[config.mk]
export PLATFORM = sky130hd
export DESIGN_NAME = bidiag_collect
export DESIGN_NICKNAME = d
export VERILOG_FILES = /design/src/rtl/bidiag_collect.sv
export SDC_FILE = /design/constraint.sdc
export NUM_CORES = 1
export LEC_CHECK = 0
export ABC_AREA = 1
export ABC_CLOCK_PERIOD_IN_PS = 3680
export BUFFER_PORTS_ARGS = -buffer_cell sky130_fd_sc_hd__buf_2
export CAP_MARGIN = 20
export CORE_ASPECT_RATIO = 0.7
export CORE_MARGIN = 1.5
export CORE_UTILIZATION = 57
export DETAILED_ROUTE_END_ITERATION = 8
export PLACE_DENSITY = 0.75
export SLEW_MARGIN = 10
export SYNTH_ARGS = -nofsm -noshare
export SYNTH_HDL_FRONTEND = slang
export SYNTH_SLANG_ARGS = --single-unit
[constraint.sdc]
create_clock -name clk -period 3.68 [get_ports clk]
set_input_delay 0.184 -clock clk [delete_from_list [all_inputs] [get_ports clk]]
set_output_delay 0.184 -clock clk [all_outputs]
set_load 0.02 [all_outputs]
[src/rtl/bidiag_collect.sv]
// bidiag_collect: buffers one 4x4 complex frame and streams its upper-bidiagonal band.
// Define OFFBAND_CHECK_EN to flag frames whose off-band |R|+|I| exceeds OFFBAND_TH.
module bidiag_collect #(
    parameter int BIT_NUM = 18,
    parameter int CHANNEL_SIZE = 16,
    parameter logic [BIT_NUM:0] OFFBAND_TH = 19'd64
) (
    input  logic                      clk,
    input  logic                      rst,
    input  logic                      valid_i,
    input  logic signed [BIT_NUM-1:0] R_i,
    input  logic signed [BIT_NUM-1:0] I_i,
    input  logic                      ready_i,
    output logic                      valid_o,
    output logic signed [BIT_NUM-1:0] R_o,
    output logic signed [BIT_NUM-1:0] I_o,
    output logic [2:0]                idx_o,
    output logic                      busy_o,
    output logic                      err_o,
    output logic                      offband_o
);
    localparam int CW = $clog2(CHANNEL_SIZE);
    localparam logic [CW-1:0] LAST_SLOT = CW'(CHANNEL_SIZE - 1);

    typedef enum logic [1:0] {IDLE, COLLECT, DRAIN} state_t;

    state_t        state, state_next;
    logic [CW-1:0] cnt, cnt_next;
    logic [2:0]    idx_next;
    logic          store, load, valid_next, err_next;

    logic signed [BIT_NUM-1:0] mem_r [CHANNEL_SIZE];
    logic signed [BIT_NUM-1:0] mem_i [CHANNEL_SIZE];

    // Band element e -> matrix slot: diagonal d0..d3 interleaved with superdiagonal e0..e2
    function automatic logic [CW-1:0] band_slot(input logic [2:0] e);
        case (e)
            3'd0:    return CW'(0);
            3'd1:    return CW'(1);
            3'd2:    return CW'(5);
            3'd3:    return CW'(6);
            3'd4:    return CW'(10);
            3'd5:    return CW'(11);
            default: return CW'(15);
        endcase
    endfunction

    always_ff @(posedge clk) begin
        if (rst) begin
            state <= IDLE;
            cnt   <= '0;
        end else begin
            state <= state_next;
            cnt   <= cnt_next;
        end
    end

    always_comb begin
        state_next = state;
        cnt_next   = cnt;
        idx_next   = idx_o;
        store      = 1'b0;
        load       = 1'b0;
        valid_next = valid_o;
        err_next   = 1'b0;
        case (state)
            IDLE: begin
                if (valid_i) begin
                    store      = 1'b1;
                    cnt_next   = CW'(1);
                    state_next = COLLECT;
                end
            end
            COLLECT: begin
                if (valid_i) begin
                    store    = 1'b1;
                    cnt_next = cnt + CW'(1);
                    if (cnt == LAST_SLOT) begin
                        // slot 0 is already stored, so the first element can load now
                        state_next = DRAIN;
                        cnt_next   = '0;
                        idx_next   = 3'd0;
                        load       = 1'b1;
                        valid_next = 1'b1;
                    end
                end else begin
                    err_next   = 1'b1;
                    cnt_next   = '0;
                    state_next = IDLE;
                end
            end
            DRAIN: begin
                err_next = valid_i;
                if (valid_o && ready_i) begin
                    if (idx_o == 3'd6) begin
                        valid_next = 1'b0;
                        state_next = IDLE;
                    end else begin
                        idx_next = idx_o + 3'd1;
                        load     = 1'b1;
                    end
                end
            end
            default: state_next = IDLE;
        endcase
    end

    always_ff @(posedge clk) begin
        if (rst) begin
            valid_o <= 1'b0;
            R_o     <= '0;
            I_o     <= '0;
            idx_o   <= '0;
            busy_o  <= 1'b0;
            err_o   <= 1'b0;
            for (int k = 0; k < CHANNEL_SIZE; k++) begin
                mem_r[k] <= '0;
                mem_i[k] <= '0;
            end
        end else begin
            valid_o <= valid_next;
            err_o   <= err_next;
            idx_o   <= idx_next;
            busy_o  <= (state_next != IDLE);
            if (store) begin
                mem_r[cnt] <= R_i;
                mem_i[cnt] <= I_i;
            end
            if (load) begin
                R_o <= mem_r[band_slot(idx_next)];
                I_o <= mem_i[band_slot(idx_next)];
            end
        end
    end

`ifdef OFFBAND_CHECK_EN
    // Magnitude is one bit wider so that the most negative sample is represented exactly
    function automatic logic [BIT_NUM:0] mag(input logic signed [BIT_NUM-1:0] x);
        logic signed [BIT_NUM:0] xe;
        xe = {x[BIT_NUM-1], x};
        return x[BIT_NUM-1] ? $unsigned(-xe) : $unsigned(xe);
    endfunction

    function automatic logic off_slot(input logic [CW-1:0] s);
        return (s[1:0] != s[3:2]) && ({1'b0, s[1:0]} != ({1'b0, s[3:2]} + 3'd1));
    endfunction

    logic [BIT_NUM:0] sum_mag;
    assign sum_mag = mag(R_i) + mag(I_i);

    always_ff @(posedge clk) begin
        if (rst) begin
            offband_o <= 1'b0;
        end else if (store) begin
            if (cnt == '0)
                offband_o <= 1'b0;
            else if (off_slot(cnt) && (sum_mag > OFFBAND_TH))
                offband_o <= 1'b1;
        end
    end
`else
    assign offband_o = 1'b0;
`endif

endmodule

# Word level (Yosys, flattened, before mapping)
# Memories as Yosys holds them, arrays and structs flattened. A register that Yosys moved wholly into a read port is not among the register bits.
# Index checks and enable logic that the tools add are counted.
[word_totals]
ff_bits = 12
mem_bits_rw = 576
in_bits = 40
out_inout_bits = 43
wordCells = 78
n_memories = 2
[op_classes]
add_sub_neg = 2
eq_ne = 14
muxes = 43
n_reduce_logical = 11
[mem_list]
columns = ["name", "words", "width", "rd", "rd_ports_with_merged_regs", "write_ports", "line_no", "source"]
rows = [
  ["mem_i", 16, 18, 1, 1, 16, "33", "logic signed [BIT_NUM-1:0] mem_i [CHANNEL_SIZE];"],
  ["mem_r", 16, 18, 1, 1, 16, "32", "logic signed [BIT_NUM-1:0] mem_r [CHANNEL_SIZE];"],
]
[op_table]
columns = ["operator", "n"]
rows = [
  ["18-bit 2-to-1 mux", 2],
  ["18-bit OR reduction", 2],
  ["4-bit 2-to-1 mux", 7],
  ["4-bit case mux with 6 select lines", 1],
  ["1-bit 2-to-1 mux", 18],
  ["3-bit 2-to-1 mux", 4],
  ["2-bit 2-to-1 mux", 5],
  ["2-bit inequality test (second input constant)", 5],
  ["3-bit == test (second input constant)", 3],
  ["4-bit case mux with 2 select lines", 1],
  ["3-bit by 2-bit == test with 1-bit output (second input constant)", 2],
  ["1-bit case mux with 2 select lines", 3],
  ["2-bit case mux with 3 select lines", 1],
  ["3-bit case mux with 2 select lines", 1],
  ["2-bit nonzero test", 3],
  ["5-bit AND reduction", 1],
  ["4-bit by 1-bit adder with 4-bit output (second input constant)", 1],
  ["4-bit == test (second input constant)", 1],
  ["3-bit by 1-bit adder with 3-bit output (second input constant)", 1],
  ["3-bit by 1-bit == test with 1-bit output (second input constant)", 1],
  ["3-bit logical NOT", 1],
  ["2-bit by 1-bit == test with 1-bit output (second input constant)", 1],
  ["2-bit == test (second input constant)", 1],
  ["2-bit logical NOT", 1],
  ["3 further kinds", 3],
]

# Longest topological paths before layout
[logic_depth]
depth_word = 8
mapped_depth = 18
ltp_nobuf = 17

# Worst setup path before layout
# No wires, ideal clock.
[synth_path]
path_type = "reg-to-reg"
start = "register state[1]"
end = "memory mem_i[6][0] (enable)"
setup_time_ns = 0.394
t_arrival_ns = 2.327
t_required_ns = 3.286
path_slack_ns = 0.959
stages_incl_launch_ff = 10
n_path_buf = 1
synth_period_minus_slack_ns = 2.721
cell_sequence = "dfxtp_1 -> inv_1 -> ha_1 -> nand2_1 -> a21oi_2 -> inv_1 -> nor2_1 -> nand2_1 -> clkbuf_1 -> nand2_1"
[synth_lines]
columns = ["element", "line_no", "source"]
rows = [
  ["start: declaration", "27", "state_t state, state_next;"],
  ["start signal: assignment", "53", "state <= state_next;"],
  ["end: declaration", "33", ""],
]

# Worst setup path in the final report
[layout_path]
start = "register idx_o[0]"
end = "register R_o[6] (read register of mem_r)"
[layout_between]
elab_chain_len = 8
word_cells_on_any_way = 19
classes_between = "1 x add/sub; 6 x eq/ne; 11 x mux; 1 x reduce/logical"
[layout_lines]
columns = ["element", "line_no", "source"]
rows = [
  ["start: declaration", "17", "output logic [2:0] idx_o,"],
  ["start signal: assignment", "123", "idx_o <= idx_next;"],
  ["3-bit by 1-bit adder with 3-bit output / 3-bit == test (equally long branches)", "99, 95", ""],
  ["3-bit 2-to-1 mux", "95", "if (idx_o == 3'd6) begin"],
  ["3-bit 2-to-1 mux", "94", "if (valid_o && ready_i) begin"],
  ["3-bit case mux with 2 select lines", "66", "case (state)"],
  ["3-bit == test (tied with other cells)", "37", "case (e)"],
  ["4-bit case mux with 6 select lines", "37", ""],
  ["4-bit 2-to-1 mux", "129", "if (load) begin"],
  ["4-bit 2-to-1 mux", "109", "if (rst) begin"],
  ["end: declaration", "15", "output logic signed [BIT_NUM-1:0] R_o,"],
]
# Several ways; a longest one is shown, not always the timed one. The select of a mux whose other input is x is not followed.
# A chain may end at the register's enable or synchronous reset.

==> impl_metrics.tcl <==
set metrics [dict create \
    status "finished clean" \
    timing.fmax_mhz 348 \
    cts_tree "built" \
    synth_top_flop_cell "edfxtp_1" \
    start_kind "register" \
    syn_inst 1473 \
    grt_pass1_wl_mm 53.6 \
    tns_ns 0 \
    ioPinCount 83 \
    syn_nets 1523 \
    cap_violations 0 \
    use_met2_pct 43.6 \
    timing.final.crit_period_ns 2.87 \
    detailed_place_hpwl_mm 19.1 \
    wirelength_mm 34.3 \
    tightestPinTransition_ns 0.962 \
    critical_path_arrival_ns 3.35 \
    synth_seq_cells 312 \
    placementRows 47 \
    path_clk_slew_ns 0.06 \
    yosysWarnings 0 \
    min_path_type "in2reg" \
    io_buffers 81 \
    ant_nets 0 \
    grt-busiest-layer "met2" \
    cpPeakStageDelay_ns 0.48 \
    met1_usage_pct 40.3 \
    p_leak_uw 0.00649 \
    cts_buffer_depth 3 \
    cp_max_fo 42 \
    gp_congestion 0.909 \
    synth_top_cells_by_count "nand2_1 (386), nor2_1 (310), edfxtp_1 (264)" \
    cp_num_buf_inv 2 \
    finalHoldViolations 0 \
    maxSlewViolCount 0 \
    cellPowerDensity_nw_per_um2 482 \
    antenna_found_initial 0 \
    instances_no_fill 1830 \
    crit_family "simple AND/OR/NAND/NOR gates" \
    post_cts_buffers 0 \
    crit_path_end_kind "register" \
    viasPerCell 5.61 \
    numCtsBuffers 29 \
    synth.most_common_cell "nand2_1" \
    crit_chain "inv_1, ha_1, nand2_1, inv_1, nor2_2, nand2_1, nand2_1, nand2_4, nor2_1, nand2_2, nand2_1, nand2_1, nand2_1, nand2_1, nand2_1, nand3_1, a21oi_1" \
    seq_area_frac_synth_pct 64.5 \
    via_count 10271 \
    core-area_um2 23700 \
    dieWidth_um 189 \
    n_antenna_cell 0 \
    drcViolationCount 0 \
    overflow 0 \
    crit_type "reg2reg" \
    worst_clock_skew_ns 0.0188 \
    dieArea_um2 25100 \
    met3_usage_pct 4.40 \
    dp.cells 1775 \
    rsz0062_at_grt "no" \
    cts_num_sinks 312 \
    initial_core_util_pct 58.2 \
    critPathSlowestCell "nand2_1" \
    finalSetupViolations 0 \
    dr.pass1.iters 5 \
    layout.nets 1539 \
    synth_top_area_cell "edfxtp_1" \
    syn_avg_cell_area_um2 9.36 \
    yosysTopAreaCellShare_pct 57.5 \
    fin_crit_sh_pct 78.1 \
    required_ns 4.15 \
    cts-root-buf "clkbuf_16" \
    grt_pass1_vias 9588 \
    track_usage_pct 27.4 \
    regToRegSetupSlack_ns 0.81 \
    ir_drop_mv 0.406 \
    synthDistinctLibCells 29 \
    synth_edf_count 264 \
    first_iter_violations 978 \
    insertion_delay_ns 0.55 \
    yosys-top-cells-area "edfxtp_1 (57%), nand2_1 (11%), nor2_1 (8.4%), dfxtp_1 (7.0%), nand3_1 (5.2%)" \
    wl_per_cell_um 18.8 \
    layout-drive-gt1-share_pct 11.6 \
    finalPower_uw 7390 \
    cp_common_cell "nand2_1" \
    grt_start_max_net_pins 76 \
    synth_area_um2 13800 \
    fillers 1921 \
    htree_levels 1 \
    synth_async_sr_flop_share_pct 0 \
    slew-limit-headroom_pct 35.8 \
    syn_to_final_growth_pct 11.2 \
    die_h_um 133 \
]
## tightest hold or removal path, stage by stage
cell and delay (ns):
buf_2 0.07, inv_1 0.09, nor2_1 0.11
## path summary, 6_finish.rpt
| check | from | depth (start not counted) | end |
|---|---|---|---|
| max | idx_o[0] | 17 | R_o[6] |
| min | I_i[1] | 3 | mem_i[0][1] |
| max reg2reg | idx_o[0] | 17 | R_o[6] |
| min reg2reg | R_o[4] | 2 | R_o[4] |
## state kept, by name, summed over array words and instances, names as in the netlist, 2 cells and up
name	cells
mem_r	138
mem_i	126
I_o	18
R_o	18
cnt	4
idx_o	3
state	2
## kinds of logic after synthesis
kind of cell,share of synthesized area (%)
compound gates,4.20
xor+xnor,0.0635
fa+ha+maj,0.907
buf+inv,5.68
flops,64.5
other cells,0.0272
simple gates,24.7
## stage by stage
| step | utilization, % | hold WS, ns | setup WS [ns] | instance area [µm²] |
|---|---|---|---|---|
| floorplan | - | 0.332 | 0.959 | 13800 |
| global placement | 60.7 | 0.449 | 1.04 | 14400 |
| detailed placement | 60.7 | 0.457 | 0.887 | 14400 |
| CTS | 64.7 | 0.0112 | 0.864 | 15300 |
| global route | 64.7 | 0.0411 | 0.503 | 15300 |
| finish | 64.7 | 0.0174 | 0.807 | 15300 |
## power by group
part           leakage, µW  internal [µW]  switching, µW
Sequential         0.00312           3970           40.4
Clock             0.000476           1730           1290
Combinational      0.00289           99.1            266
Total              0.00649           5800           1590
## what timing repair did
action	4_1_cts	5_1_grt
hold endpoints to repair	1	0
gates resized for setup	0	0
hold buffers	1	0
## layout make-up
type	count	area, µm²	area share [%]
Tap cell	318	398	2.59
Sequential cell	312	8890	57.9
Multi-Input combinational cell	970	4140	27.0
Clock inverter	12	110	0.718
Timing Repair Buffer	109	706	4.60
Inverter	67	253	1.65
Clock buffer	42	845	5.51
## cells in the final DEF (no fill, tap or decap), drive strengths merged, types with 10 or more instances in the layout
cell type    n
a21oi       82
buf        108
clkbuf      42
clkinv      10
dfxtp       48
edfxtp     264
ha          10
inv         67
nand2      391
nand3      144
nor2       312
o21ai       20
## metal layers
metal / wire length, µm / part of all wire [%]
met1: 14500 / 42
met2: 15900 / 46
met3: 3530 / 10
met4: 470 / 1.4
met5: 0 / 0
No activity file was read; power rests on OpenSTA's default activity.
